[config.mk]
export PLATFORM = sky130hd
export DESIGN_NAME = rf_write_arbiter_flat
export DESIGN_NICKNAME = d
export VERILOG_FILES = /design/src/rtl/rf_write_arbiter_pkg.sv /design/src/rtl/rf_write_arbiter_if.sv /design/src/rtl/rf_write_arbiter_rr_arbiter2.sv /design/src/rtl/rf_write_arbiter.sv /design/src/flat_wrapper.sv
export SDC_FILE = /design/constraint.sdc
export NUM_CORES = 1
export LEC_CHECK = 0
export CORE_MARGIN = 2
export CORE_UTILIZATION = 40
export CTS_BUF_LIST = sky130_fd_sc_hd__clkbuf_4 sky130_fd_sc_hd__clkbuf_8 sky130_fd_sc_hd__clkbuf_16
export DETAILED_ROUTE_END_ITERATION = 12
export DONT_BUFFER_PORTS = 1
export GPL_TIMING_DRIVEN = 0
export PLACE_DENSITY = 0.62
export SLEW_MARGIN = 20
export SYNTH_ARGS = -nofsm -noshare
export SYNTH_HDL_FRONTEND = slang
export SYNTH_SLANG_ARGS = --single-unit
[constraint.sdc]
create_clock -name clk -period 2.2 [get_ports clk]
set_clock_uncertainty 0.2 [all_clocks]
set_input_delay 0.44 -clock clk [delete_from_list [all_inputs] [get_ports clk]]
set_output_delay 0.44 -clock clk [all_outputs]
set_load 0.01 [all_outputs]
[src/rtl/rf_write_arbiter_pkg.sv]
// Shared definitions for the register-file write-port controller:
// register file geometry, FSM state encoding and the write request record.
package rf_write_arbiter_pkg;

   localparam int REG_COUNT  = 32;
   localparam int REG_ADDR_W = 5;
   localparam int XLEN       = 32;

   // FSM state encoding, kept as plain constants for legacy compatibility
   localparam logic [0:0] ST_INIT = 1'b0;
   localparam logic [0:0] ST_RUN  = 1'b1;

   typedef struct packed {
      logic [REG_ADDR_W-1:0] addr;
      logic [XLEN-1:0]       data;
   } wr_req_t;

   // x0 is hard-wired to zero, so writes to it must never reach the file
   function automatic logic is_x0(input logic [REG_ADDR_W-1:0] addr);
      return (addr == {REG_ADDR_W{1'b0}});
   endfunction

endpackage

[src/rtl/rf_write_arbiter_if.sv]
// Valid/ready write request channel from one writeback source to the arbiter.
interface rf_write_arbiter_if;
   import rf_write_arbiter_pkg::*;

   logic                  valid;
   logic [REG_ADDR_W-1:0] addr;
   logic [XLEN-1:0]       data;
   logic                  ready;

   modport master (output valid, output addr, output data, input ready);
   modport slave  (input valid, input addr, input data, output ready);

endinterface

[src/rtl/rf_write_arbiter_rr_arbiter2.sv]
// Two-input round-robin arbiter. Grants are combinational from the valids
// and the pointer; after any grant the pointer moves to the loser so that
// continuous contention alternates between the two requesters.
module rr_arbiter2 (
   input  logic clk,
   input  logic rst,
   input  logic en,
   input  logic valid0,
   input  logic valid1,
   output logic gnt0,
   output logic gnt1
);

   logic ptr_r;
   logic gnt0_s;
   logic gnt1_s;

   // grant selection: a lone requester wins, ties go to the pointer
   always_comb begin
      gnt0_s = 1'b0;
      gnt1_s = 1'b0;
      if (en) begin
         if (valid0 && valid1) begin
            if (ptr_r) begin
               gnt1_s = 1'b1;
            end else begin
               gnt0_s = 1'b1;
            end
         end else begin
            gnt0_s = valid0;
            gnt1_s = valid1;
         end
      end else begin
         gnt0_s = 1'b0;
         gnt1_s = 1'b0;
      end
   end

   // pointer update: point at whichever requester was not granted
   always_ff @(posedge clk or negedge rst) begin
      if (!rst) begin
         ptr_r <= 1'b0;
      end else if (gnt0_s) begin
         ptr_r <= 1'b1;
      end else if (gnt1_s) begin
         ptr_r <= 1'b0;
      end else begin
         ptr_r <= ptr_r;
      end
   end

   assign gnt0 = gnt0_s;
   assign gnt1 = gnt1_s;

endmodule

[src/rtl/rf_write_arbiter.sv]
// Write-port controller for the 32x32 register file: zeroes every register
// after reset, then shares the single write port between two writeback
// sources with round-robin arbitration. The rf_* outputs are registered and
// double as the forwarding source for the pending write.
module rf_write_arbiter
   import rf_write_arbiter_pkg::*;
#(
   parameter bit CLEAR_ON_RESET = 1'b1
) (
   input  logic                  clk,
   input  logic                  rst,
   rf_write_arbiter_if.slave     req0,
   rf_write_arbiter_if.slave     req1,
   output logic                  rf_we,
   output logic [REG_ADDR_W-1:0] rf_addr,
   output logic [XLEN-1:0]       rf_wdata,
   output logic                  init_done
);

   logic [0:0]            state_r;
   logic [REG_ADDR_W-1:0] clr_cnt_r;
   logic                  rf_we_r;
   logic [REG_ADDR_W-1:0] rf_addr_r;
   logic [XLEN-1:0]       rf_wdata_r;
   logic                  init_done_r;

   logic    run_s;
   logic    gnt0_s;
   logic    gnt1_s;
   logic    hs_s;
   wr_req_t sel_s;

   assign run_s = (state_r == ST_RUN);

   rr_arbiter2 u_arb (
      .clk    (clk),
      .rst    (rst),
      .en     (run_s),
      .valid0 (req0.valid),
      .valid1 (req1.valid),
      .gnt0   (gnt0_s),
      .gnt1   (gnt1_s)
   );

   assign req0.ready = gnt0_s;
   assign req1.ready = gnt1_s;

   // a grant is only ever given to a valid requester, so grant == handshake
   assign hs_s = gnt0_s | gnt1_s;

   // mux the granted requester's address and data
   always_comb begin
      sel_s = '0;
      if (gnt1_s) begin
         sel_s.addr = req1.addr;
         sel_s.data = req1.data;
      end else begin
         sel_s.addr = req0.addr;
         sel_s.data = req0.data;
      end
   end

   // FSM, clear counter and registered write port
   always_ff @(posedge clk or negedge rst) begin
      if (!rst) begin
         state_r     <= CLEAR_ON_RESET ? ST_INIT : ST_RUN;
         clr_cnt_r   <= {REG_ADDR_W{1'b0}};
         rf_we_r     <= 1'b0;
         rf_addr_r   <= {REG_ADDR_W{1'b0}};
         rf_wdata_r  <= {XLEN{1'b0}};
         init_done_r <= CLEAR_ON_RESET ? 1'b0 : 1'b1;
      end else begin
         case (state_r)
            ST_INIT: begin
               rf_we_r    <= 1'b1;
               rf_addr_r  <= clr_cnt_r;
               rf_wdata_r <= {XLEN{1'b0}};
               clr_cnt_r  <= clr_cnt_r + 5'd1;
               if (clr_cnt_r == REG_ADDR_W'(REG_COUNT - 1)) begin
                  state_r <= ST_RUN;
               end else begin
                  state_r <= ST_INIT;
               end
            end
            ST_RUN: begin
               // init_done lags the state change by one edge so it rises
               // on the same edge that retires the last clear write
               init_done_r <= 1'b1;
               if (hs_s) begin
                  rf_we_r    <= ~is_x0(sel_s.addr);
                  rf_addr_r  <= sel_s.addr;
                  rf_wdata_r <= sel_s.data;
               end else begin
                  rf_we_r <= 1'b0;
               end
            end
            default: begin
               state_r <= ST_INIT;
               rf_we_r <= 1'b0;
            end
         endcase
      end
   end

   assign rf_we     = rf_we_r;
   assign rf_addr   = rf_addr_r;
   assign rf_wdata  = rf_wdata_r;
   assign init_done = init_done_r;

endmodule
[src/flat_wrapper.sv]
// flat-port wrapper written by rule: the top's interface ports become plain ports
module rf_write_arbiter_flat import rf_write_arbiter_pkg::*;
#(
   parameter bit CLEAR_ON_RESET = 1'b1
)
  (clk, rst, rf_we, rf_addr, rf_wdata, init_done, req0_valid, req0_addr, req0_data, req0_ready, req1_valid, req1_addr, req1_data, req1_ready);
  rf_write_arbiter_if req0_i ();
  rf_write_arbiter_if req1_i ();
  input  logic clk;
  input  logic rst;
  output logic rf_we;
  output logic [REG_ADDR_W-1:0] rf_addr;
  output logic [XLEN-1:0] rf_wdata;
  output logic init_done;
  input wire logic [$bits(req0_i.valid)-1:0] req0_valid;
  input wire logic [$bits(req0_i.addr)-1:0] req0_addr;
  input wire logic [$bits(req0_i.data)-1:0] req0_data;
  output wire logic [$bits(req0_i.ready)-1:0] req0_ready;
  input wire logic [$bits(req1_i.valid)-1:0] req1_valid;
  input wire logic [$bits(req1_i.addr)-1:0] req1_addr;
  input wire logic [$bits(req1_i.data)-1:0] req1_data;
  output wire logic [$bits(req1_i.ready)-1:0] req1_ready;
  assign req0_i.valid = req0_valid;
  assign req0_i.addr = req0_addr;
  assign req0_i.data = req0_data;
  assign req0_ready = req0_i.ready;
  assign req1_i.valid = req1_valid;
  assign req1_i.addr = req1_addr;
  assign req1_i.data = req1_data;
  assign req1_ready = req1_i.ready;
  rf_write_arbiter #(.CLEAR_ON_RESET(CLEAR_ON_RESET)) u_core (.clk(clk), .rst(rst), .req0(req0_i), .req1(req1_i), .rf_we(rf_we), .rf_addr(rf_addr), .rf_wdata(rf_wdata), .init_done(init_done));
endmodule
After elaboration in Yosys (flattened, before gate mapping)
Index checks and enable logic that the tools add are counted.
- $add $sub $neg: 1
- eq/ne operators: 2
- muxes and demuxes: 17
- bitwise gates (word level): 3
- reductions and logical operators: 3
- operators by type and width (operator ; count):
    32-bit one-hot mux with 2 select lines ; 1
    37-bit 2-to-1 mux ; 1
    32-bit 2-to-1 mux ; 1
    1-bit 2-to-1 mux ; 11
    5-bit one-hot mux with 2 select lines ; 1
    5-bit by 1-bit adder with 5-bit output, second input constant ; 1
    5-bit == test, second input constant ; 1
    5-bit logical NOT ; 1
    5-bit 2-to-1 mux ; 1
    2-bit != test, second input constant ; 1
    1-bit NOT ; 2
    1-bit one-hot mux with 2 select lines ; 1
    2-bit nonzero test ; 1
    1-bit logical AND ; 1
    1-bit OR ; 1
- register bits after elaboration: 46
- bits of input ports: 78
- output and inout bits: 41
- word-level logic and storage cells: 33

Depth between registers and ports, before layout
Gate-level depths: netlist of the first run.
- word-level depth: 8
- gate-level depth with buffers: 7
- mapped depth without buffers: 4

Modules after synthesis
Synthesis of the first run repeated with hierarchy kept, for this count alone.
- cell total of the unflattened synthesis: 239
- area, all modules: 2406.1 µm²
- by module, submodules not included (module ; times used ; cells each ; area each (µm²) ; seq. area each (µm²)):
    rf_write_arbiter ; 1 ; 231 ; 2344.7 ; 1126.1
    rr_arbiter2 ; 1 ; 8 ; 61.3 ; 25.0

Worst setup path before layout of the first run
No wires, ideal clock.
- path kind: input to output
- start: in req1_valid
- end: out req1_ready
- arrival: 1099 ps
- slack: 461 ps
- stages on the path: 4
- cell sequence: buf_2 -> and3_4 -> buf_6 -> buf_4
- word-level cells in the longest chain between the ends: 3
- ends and longest elaborated chain (item ; line ; RTL):
    from (decl) ; flat_wrapper.sv:19 ; input wire logic [$bits(req1_i.valid)-1:0] req1_valid;
    1-bit logical AND ; rf_write_arbiter_rr_arbiter2.sv:23 ; if (valid0 && valid1) begin
    1-bit 2-to-1 mux * ; rf_write_arbiter_rr_arbiter2.sv:23 ;
    1-bit 2-to-1 mux * ; rf_write_arbiter_rr_arbiter2.sv:22 ; if (en) begin
    to (decl) ; flat_wrapper.sv:22 ; output wire logic [$bits(req1_i.ready)-1:0] req1_ready;
Every way passes the cells marked *; elsewhere a longest branch is shown, timed or not.

Worst setup path in the final report of the first run
- start: reg u_core.u_arb.ptr_r
- end: out req1_ready
- word-level cells in the longest chain between the ends: 3
- ends and longest elaborated chain (item ; line ; RTL):
    from (decl) ; rf_write_arbiter_rr_arbiter2.sv:14 ; logic ptr_r;
    from (signal assigned) ; rf_write_arbiter_rr_arbiter2.sv:48 ; ptr_r <= ptr_r;
    1-bit 2-to-1 mux ; rf_write_arbiter_rr_arbiter2.sv:24 ; if (ptr_r) begin
    1-bit 2-to-1 mux ; rf_write_arbiter_rr_arbiter2.sv:23 ;
    1-bit 2-to-1 mux ; rf_write_arbiter_rr_arbiter2.sv:22 ;
Every way passes these cells.

==> summary.md, run 1 <==
| Metric | Value |
|---|---|
| TNS Setup | 0 ns |
| HP Class | in -> reg |
| Status | finished, final reports clean |
| Number of cells in the finished layout apart from fillers | 283 |
| Slew at the pin closest to its max-slew limit | approximately 0.6 ns |
| Clock Root Buffer | clkbuf_8 |
| Antenna diodes | 0 |
| Vias/cell | approximately 5.4 |
| Final setup vio count | 0 |
| Hold EP | u_core.rf_wdata[31] |
| Synth Area in Simple Gates | 10.32% |
| Pwr/cell area | just over 700 mW/mm^2 |
| Synth Area in Adders | 1.147% |
| IO Pins | between 100 and 150 |
| Residual DRC | 0 |
| Hold_sp | req1_data[31] |
| Area added between synthesis and finish | 9.404% |
| DR WL met3 | between 400 and 500 um |
| Max Buffers Root-to-Sink | 2 |
| Worst path arrival time | 1.45 ns |
| Post-DP HPWL | ~3.6 mm |
| Number of flops mapped to enable cells by yosys | 0 |
| Die area | around 0.0061 sq mm |
| Setup CP Type | reg -> out |
| RD Place Congestion | between 0.7 and 0.8 |
| Crit path time final | approximately 2.1 ns |
| Vias in the first global route | approximately 1600 |
| Prevailing post-synth register cell | dfrtp_1 |
| Post-Syn Nets | approximately 280 |
| R2R depth | 5 |
| Mux cell area share after synthesis | between 15 and 20% |
| LEAKAGE | 1.025 nW |
| CTS buffer count | 5 |
| YS warnings | 0 |
| Initial detailed-routing violation count | between 50 and 60 |
| Die height | approximately 78 um |
| Final worst setup slack | 0.1052 ns |
| FF-to-FF End | u_core.rf_addr[0] |
| Synth area leaders | dfrtp_1 (53%), mux2i_1 (15%), o21ai_0 (7.1%) |
| Routed Antenna Nets | 0 |
| Core area | around 0.0052 sq mm |
| Unrepaired setup endpoints after global routing | no |
| TritonCTS clock tree | yes |
| Post-synth ARST share | 100.0% |
| Row count | 26 |
| Net count, final | between 200 and 300 |
| Met2 routed WL | about 2.2 mm |
| Skew-Pair Late Insertion Delay | 0.29 ns |
| Synthesized area per cell | ~11 sq um |
| Slew HR | around three fifths |
| Share of cells above drive strength 1 | between 10% and 20% |
| Hold Vio Cnt, Final | 0 |
| CP required | about 1.6 ns |
| Crit path capture type | output pin |
| Top Metal Used | met4 |
| Die W | around 80 um |
| Register-to-register setup slack | 0.42 ns |
| Netlist cell types | 37 |
| Gate Count Post-Synth | between 200 and 250 |
| Reg clk slew, reported paths | 0.08 ns |
| XOR/XNOR share of the synthesized area | 1.204% |
| Port bufs | 0 |
| Metal-1 WL | roughly 2.2 mm |
| Placed cells | roughly 270 |
| Dpl ws | 0.1345 ns |
| Vias | 1519 |
| First-pass GRT wire length | approximately 8 mm |
| Mapped Area | 0.002182 sq mm |
| CP startpoint kind | flip-flop |
| Avg WL per Cell | between 15 and 20 um |
| Largest net degree at the start of global routing | 47 |
| Htree depth | 2 |
| Initial antenna violation count | 0 |
| Total track usage | ~17% |
| Main combinational cell family by area after synthesis | multiplexers |
| Synth Area in Compound Gates | about 13% |
| Total power | ~0.0017 W |
| Drt total wl | 4.882 mm |
| Initial Util | 42.19% |
| Max-capacitance violation count | 0 |
| Worst hold stages | 2 |
| Post-synth top area share | around 53% |
| Post-synthesis sequential area ratio | a little over half |
| Seq cells post-synth | 46 |
| Synth cell count leaders | dfrtp_1 (46), mux2i_1 (33), nand2_1 (33), o21ai_0 (31), clkbuf_1 (5) |
| Fin. max-slew vios | 0 |
| Total gr overflow | 0 |
| Most common cell in the netlist | dfrtp_1 |
| Maximum vdd ir drop | 0.3562 mV |
| Period utilization | around 95% |
| Max Freq | 477.4 MHz |
| Critical Path Fanout Max | 10 |
| 1st-pass router iterations | 4 |
| Dominant cell type by area after synthesis | dfrtp_1 |
| RR Startpoint | u_core.u_arb.ptr_r |
| CTS sink count | 46 |
## report_power, final
part	internal, W	switching, W
registers	0.000926	0.0000959
clock network	0.000214	0.000268
logic	0.0000986	0.000115
## state kept, by name, indices dropped and copies added (netlist names)
signal,cells
u_core.rf_wdata,32
u_core.rf_we,1
u_core.u_arb.ptr_r,1
u_core.rf_addr,5
u_core.clr_cnt_r,5
u_core.run_s,1
u_core.init_done,1
## timing repair
item	in CTS	in global routing
setup endpoints to repair	0	1
hold endpoints to repair	46	0
gates resized for setup	0	2
hold buffers	2	0
setup buffers	0	0
## how the worst max path moves through the flow
stage | start | end | cells past startpoint | slack [ns]
after floorplan | req1_valid | req1_ready | 4 | 0.46
after detailed placement | req1_valid | u_core.rf_wdata[29] | 4 | 0.13
after global routing | u_core.u_arb.ptr_r | req1_ready | 4 | 0.03
after global placement | req1_valid | u_core.rf_wdata[5] | 4 | 0.16
final | u_core.u_arb.ptr_r | req1_ready | 4 | 0.11
after CTS | u_core.run_s | req0_ready | 3 | 0.08
## per-layer routing
metal	vias up	GRT usage, %
met1	694	23.29
met2	92	24.40
met4	0	5.893
li1	728	-
met3	5	5.581
met5	-	0
## stage by stage
step                cell area [sq um]  utilization [%]  hold WS (ns)
finish                           2387            46.15        0.1162
global route                     2387            46.15        0.1261
CTS                              2386            46.13        0.1130
detailed placement               2270            43.88      -0.05449
global placement                 2270            43.88      -0.05463
floorplan                        2182                -      -0.05559
## placed cells by master (no fill, tap or decap), drive strengths merged, types with 2 or more instances in the layout
| cell | count |
|---|---|
| mux2 | 5 |
| dfrtp | 46 |
| o22ai | 4 |
| or2 | 3 |
| buf | 10 |
| nor2 | 2 |
| inv | 3 |
| and3 | 3 |
| nand2 | 33 |
| clkbuf | 10 |
| nand2b | 2 |
| ha | 2 |
| xnor2 | 3 |
| clkinv | 2 |
| nand3 | 2 |
| o21ai | 35 |
| mux2i | 33 |
| a21oi | 2 |
## kinds of logic after synthesis
kind of cell    Yosys count
compound gates           49
simple gates             49
xor+xnor                  3
flops                    46
buf+inv                  17
fa+ha+maj                 2
mux                      38
## worst max-delay path: stages (launching register included)
cell and delay (ns):
dfrtp_1 0.40, nand2b_2 0.22, and3_4 0.19, buf_6 0.15
buf_4 0.20
## layout make-up
cell class / count / area, sq um
plain buffers: 14 / 77.57
clock buffers: 5 / 68.82
clock inverters: 2 / 10.01
fillers: 507 / 2785
inverters: 3 / 11.26
multi-input cells: 141 / 943.4
flip-flops and latches: 46 / 1151
well taps: 70 / 87.58
repair buffers: 2 / 37.54
No activity file was read; power rests on OpenSTA's default activity.
==> inputs of run 2 (changes only) <==
==> constraint.sdc (replaced) <==
create_clock -name clk -period 2.33 [get_ports clk]
set_clock_uncertainty 0.2 [all_clocks]
set_input_delay 0.466 -clock clk [delete_from_list [all_inputs] [get_ports clk]]
set_output_delay 0.466 -clock clk [all_outputs]
set_load 0.01 [all_outputs]
==> summary.md, run 2 (synthesis gave the netlist of run 1 again) <==
| Metric | Value |
|---|---|
| Total track usage | roughly 17% |
| Clock Power Share | ~28% |
| Switching Fraction | roughly 28% |
| Initial Util | a little over two fifths |
| Htree depth | 2 |
| Crit path capture type | output pin |
| Period utilization | about nine tenths |
| Final core utilization | between 40 and 50% |
| Routed Antenna Nets | 0 |
| Part of the power in combinational logic | between 10% and 20% |
| Register area | about 0.0012 sq mm |
| Core area | 0.005172 sq mm |
| Area occupied by multi-input gates | 943.4 sq um |
| Skew-Pair Late Insertion Delay | 0.29 ns |
| Fillers | around 510 |
| Die height | just under 80 um |
| Net count, final | slightly below 300 |
| Hold WS | between 0.1 and 0.15 ns |
| Crit path time final | 2.121 ns |
| Slew at the pin closest to its max-slew limit | about 0.59 ns |
| Hold Vio Cnt, Final | 0 |
| TNS Setup | 0 ns |
| Max FFs per register | 32 |
| Unrepaired setup endpoints after global routing | no |
| Max Freq | between 400 and 500 MHz |
| TritonCTS clock tree | yes |
| IO Pins | about 120 |
| Pwr/cell area | between 600 and 700 mW/mm^2 |
| Final setup vio count | 0 |
| Drt total wl | around 4.9 mm |
| Slew HR | 60.11% |
| Total gr overflow | 0 |
| Internal power | roughly 0.0012 W |
| Reg clk slew, reported paths | around 0.08 ns |
| Worst path arrival time | approximately 1.5 ns |
| HP Class | in -> reg |
| Critical Path Fanout Max | 10 |
| Area added between synthesis and finish | 9.346% |
| Share of cells above drive strength 1 | between 10% and 20% |
| NetSw | ~0.00045 W |
| Most common cell after layout, fill and taps aside | dfrtp_1 |
| Max Buffers Root-to-Sink | 2 |
| CP startpoint kind | flip-flop |
| Max-capacitance violation count | 0 |
| Vias | about 1500 |
| Post-CTS Resized | 0 |
| Setup Fix Bufs, Post-CTS | 0 |
| Largest net degree at the start of global routing | 47 |
| Die area | 0.006062 sq mm |
| 1st-pass router iterations | 4 |
| Setup CP Type | reg -> out |
| Reg power frac | a little under 60% |
| LEAKAGE | 1.023 nW |
| RD Place Congestion | 0.7175 |
| First-pass GRT wire length | between 7 and 8 mm |
| Fin. max-slew vios | 0 |
| Post-DP HPWL | around 3.6 mm |
| Initial antenna violation count | 0 |
| Maximum vdd ir drop | approximately 0.34 mV |
| Vias/cell | about 5.4 |
| CTS sink count | between 40 and 50 |
| Port bufs | 0 |
| Avg WL per Cell | around 17 um |
| CP required | 1.66 ns |
| Vias in the first global route | between 1500 and 2000 |
| Initial detailed-routing violation count | 54 |
| Most frequent cells in the layout | dfrtp_1 (46), nand2_1 (33), mux2i_1 (33), o21ai_0 (31) |
| Residual DRC | 0 |
| Clock Root Buffer | clkbuf_8 |
| CTS buffer count | 5 |
| Row count | 26 |
| Status | finished, final reports clean |
| Hold Buf Count CTS | 2 |
| Die W | ~78 um |
| Antenna diodes | 0 |
-- run 2: layer usage --
metal,track usage [%],part of all wire [%]
met5,0,0
met4,5.893,1.1
met3,5.581,9.9
met2,24.40,44
met1,23.29,45
-- run 2: cell type report --
cell class                 count  share of cell area, %
tap                           70                  3.671
sequential                    46                  48.24
multi-input combinational    141                  39.54
buffer                        14                  3.199
clock buffer                   5                  2.884
clock inverter                 2                 0.4195
timing repair buffer           2                  1.573
inverter                       3                 0.4719
-- run 2: power groups by stage --
| stage | logic [W] | clock network (W) | registers, W |
|---|---|---|---|
| 4_1_cts | 0.000207 | 0.000478 | 0.000967 |
| 3_5_place_dp | 0.000184 | 0 | 0.000982 |
| 3_3_place_gp | 0.000179 | 0 | 0.000982 |
| 6_report | 0.000202 | 0.000455 | 0.000965 |
| 2_1_floorplan | 0.000151 | 0 | 0.000964 |
| 5_1_grt | 0.000234 | 0.000522 | 0.000975 |
-- run 2: worst paths after layout --
kind,to,cells after the start,slack (ns),start
max reg2reg,u_core.rf_addr[0],5,0.55,u_core.u_arb.ptr_r
min reg2reg,u_core.clr_cnt_r[2],1,0.30,u_core.clr_cnt_r[2]
min in group asynchronous,u_core.rf_wdata[17],2,0.51,rst
max in group asynchronous,u_core.rf_wdata[30],2,1.22,rst
min,u_core.rf_wdata[31],2,0.14,req1_data[31]
max,req1_ready,4,0.21,u_core.u_arb.ptr_r
-- run 2: critical path, stage by stage, from the launching register on --
cell and delay, ns:
dfrtp_1 0.40, nand2b_2 0.22, and3_4 0.19, buf_6 0.15, buf_4 0.20
-- run 2: through the flow --
step / cells / total power, W / cell area [sq um] / setup slack, ns
global route: 283 / 0.001732 / 2386 / 0.02507
CTS: 283 / 0.001651 / 2386 / 0.1889
detailed placement: 274 / 0.001166 / 2270 / 0.2385
floorplan: 204 / 0.001114 / 2182 / 0.5388
finish: 283 / 0.001622 / 2386 / 0.2092
global placement: 274 / 0.001161 / 2270 / 0.2596
==> inputs of run 3 (changes only) <==
==> constraint.sdc (replaced) <==
create_clock -name clk -period 2.1 [get_ports clk]
set_clock_uncertainty 0.2 [all_clocks]
set_input_delay 0.42 -clock clk [delete_from_list [all_inputs] [get_ports clk]]
set_output_delay 0.42 -clock clk [all_outputs]
set_load 0.01 [all_outputs]
==> summary.md, run 3 (synthesis gave the netlist of run 1 again) <==
| Metric | Value |
|---|---|
| Status | finished, final reports clean |
| Crit-path cells | nand2b_4 > and3_4 > buf_6 > buf_6 |
| Area added between synthesis and finish | 9.805% |
| Largest net degree at the start of global routing | 47 |
| Final Cell Area | roughly 0.0024 sq mm |
| CP required | roughly 1.5 ns |
| Htree depth | 2 |
| Residual DRC | 0 |
| Slowest stage cell, crit path | dfrtp_1 |
| Hold Vio Cnt, Final | 0 |
| IO Pins | between 100 and 150 |
| Worst path arrival time | around 1.4 ns |
| Area occupied by multi-input gates | approximately 950 sq um |
| Max Buffers Root-to-Sink | 2 |
| Avg WL per Cell | 17.29 um |
| Critical Path Fanout Max | 10 |
| Net count, final | roughly 290 |
| LEAKAGE | slightly above 1 nW |
| Unrepaired setup endpoints after global routing | no |
| Clock Root Buffer | clkbuf_8 |
| 1st-pass router iterations | 4 |
| RD Place Congestion | a little over 0.7 |
| Setup CP Type | reg -> out |
| Initial Util | between 40% and 50% |
| Skew-Pair Late Insertion Delay | between 0.2 and 0.3 ns |
| Worst Setup EP | req1_ready |
| Total gr overflow | 0 |
| Maximum vdd ir drop | about 0.37 mV |
| Final core utilization | 46.32% |
| First-pass GRT wire length | roughly 8 mm |
| Crit path capture type | output pin |
| Final setup vio count | 0 |
| Drt total wl | a little under 5 mm |
| Fin. max-slew vios | 0 |
| Die area | slightly above 0.006 sq mm |
| Slew HR | 60.69% |
| CTS buffer count | 5 |
| Vias/cell | ~5.4 |
| Vias | 1516 |
| Die height | just under 80 um |
| CTS sink count | 46 |
| Total track usage | between 15 and 20% |
| TNS Setup | 0 ns |
| Antenna diodes | 0 |
| Post-DP HPWL | 3.554 mm |
| R2R depth | 6 |
| Reg clk slew, reported paths | 0.08 ns |
| Share of cells above drive strength 1 | between 10% and 20% |
| Row count | 26 |
| FF-to-FF End | u_core.rf_wdata[18] |
| Port bufs | 0 |
| Pwr/cell area | around 750 mW/mm^2 |
| Register area | ~0.0012 sq mm |
| Core area | 0.005172 sq mm |
| CP peak stage delay | 0.39 ns |
| CP startpoint kind | flip-flop |
| Routed Antenna Nets | 0 |
| Initial detailed-routing violation count | 52 |
| Most common cell after layout, fill and taps aside | dfrtp_1 |
| TritonCTS clock tree | yes |
| Register-to-register setup slack | ~0.33 ns |
| Crit-path most repeated cell | buf_6 |
| Max Freq | between 500 and 600 MHz |
| Die W | ~80 um |
| Slew at the pin closest to its max-slew limit | between 0.5 and 0.6 ns |
| Fillers | a little over 500 |
| Most frequent cells in the layout | dfrtp_1 (46), nand2_1 (33), mux2i_1 (33), o21ai_0 (31), clkbuf_8 (5) |
| RR Startpoint | u_core.u_arb.ptr_r |
| Start point of the critical path | u_core.u_arb.ptr_r |
| HP Class | in -> reg |
| Max FFs per register | 32 |
| Initial antenna violation count | 0 |
| Period utilization | a little over nine tenths |
| Vias in the first global route | 1580 |
| Crit path time final | around 2 ns |
| Placed inst area | 0.002270 sq mm |
| Max-capacitance violation count | 0 |
## run 3: critical path, delay by kind of cell, from the launching register on
| kind | cells | cell delay, ns |
|---|---|---|
| buffers and inverters | 2 | 0.35 |
| flip-flops | 1 | 0.39 |
| AND/OR/NAND/NOR | 2 | 0.34 |
## run 3: metrics by stage
step / std cells / setup WS, ns / hold WS (ns) / power [W]
CTS: 283 / 0.004936 / 0.09305 / 0.001832
floorplan: 204 / 0.4008 / -0.07559 / 0.001236
finish: 283 / 0.1070 / 0.09759 / 0.001802
global route: 283 / 0.03103 / 0.1061 / 0.001924
global placement: 274 / 0.07564 / -0.07463 / 0.001288
detailed placement: 274 / 0.05449 / -0.07449 / 0.001294
## run 3: worst min path at each step
stage | startpoint | cells after the start | end | slack [ns]
floorplan | rst | 0 | u_core.clr_cnt_r[0] | -0.08
detailed placement | rst | 0 | u_core.rf_wdata[22] | -0.07
global placement | rst | 0 | u_core.rf_wdata[22] | -0.07
finish | req1_data[31] | 2 | u_core.rf_wdata[31] | 0.1
CTS | req1_data[31] | 2 | u_core.rf_wdata[31] | 0.09
global route | req1_data[31] | 2 | u_core.rf_wdata[31] | 0.11
## run 3: report_power, final
group	internal (W)	total (W)	switching (W)
Combinational	0.000106	0.000227	0.000121
Clock	0.000224	0.000504	0.000281
Sequential	0.000970	0.00107	0.000101
Total	0.00130	0.00180	0.000503
## run 3: per-layer routing
metal  GRT usage (%)  wire [um]
met3           5.581        496
met1           23.29       2184
met2           24.40       2157
met4           5.893         54
met5               0          0
## run 3: final cells by class
type                       count  share of cell area (%)
buffer                        14                   3.394
clock buffer                   5                   2.872
clock inverter                 2                  0.4178
inverter                       3                  0.4700
multi-input combinational    141                   39.58
sequential                    46                   48.04
tap                           70                   3.655
timing repair buffer           2                   1.567
## run 3: repair_timing
action / CTS / global route
endpoints found under the hold margin: 46 / 0
hold buffers: 2 / 0
resized for setup: 0 / 4
setup buffers: 0 / 0
endpoints found under the setup margin: 0 / 2
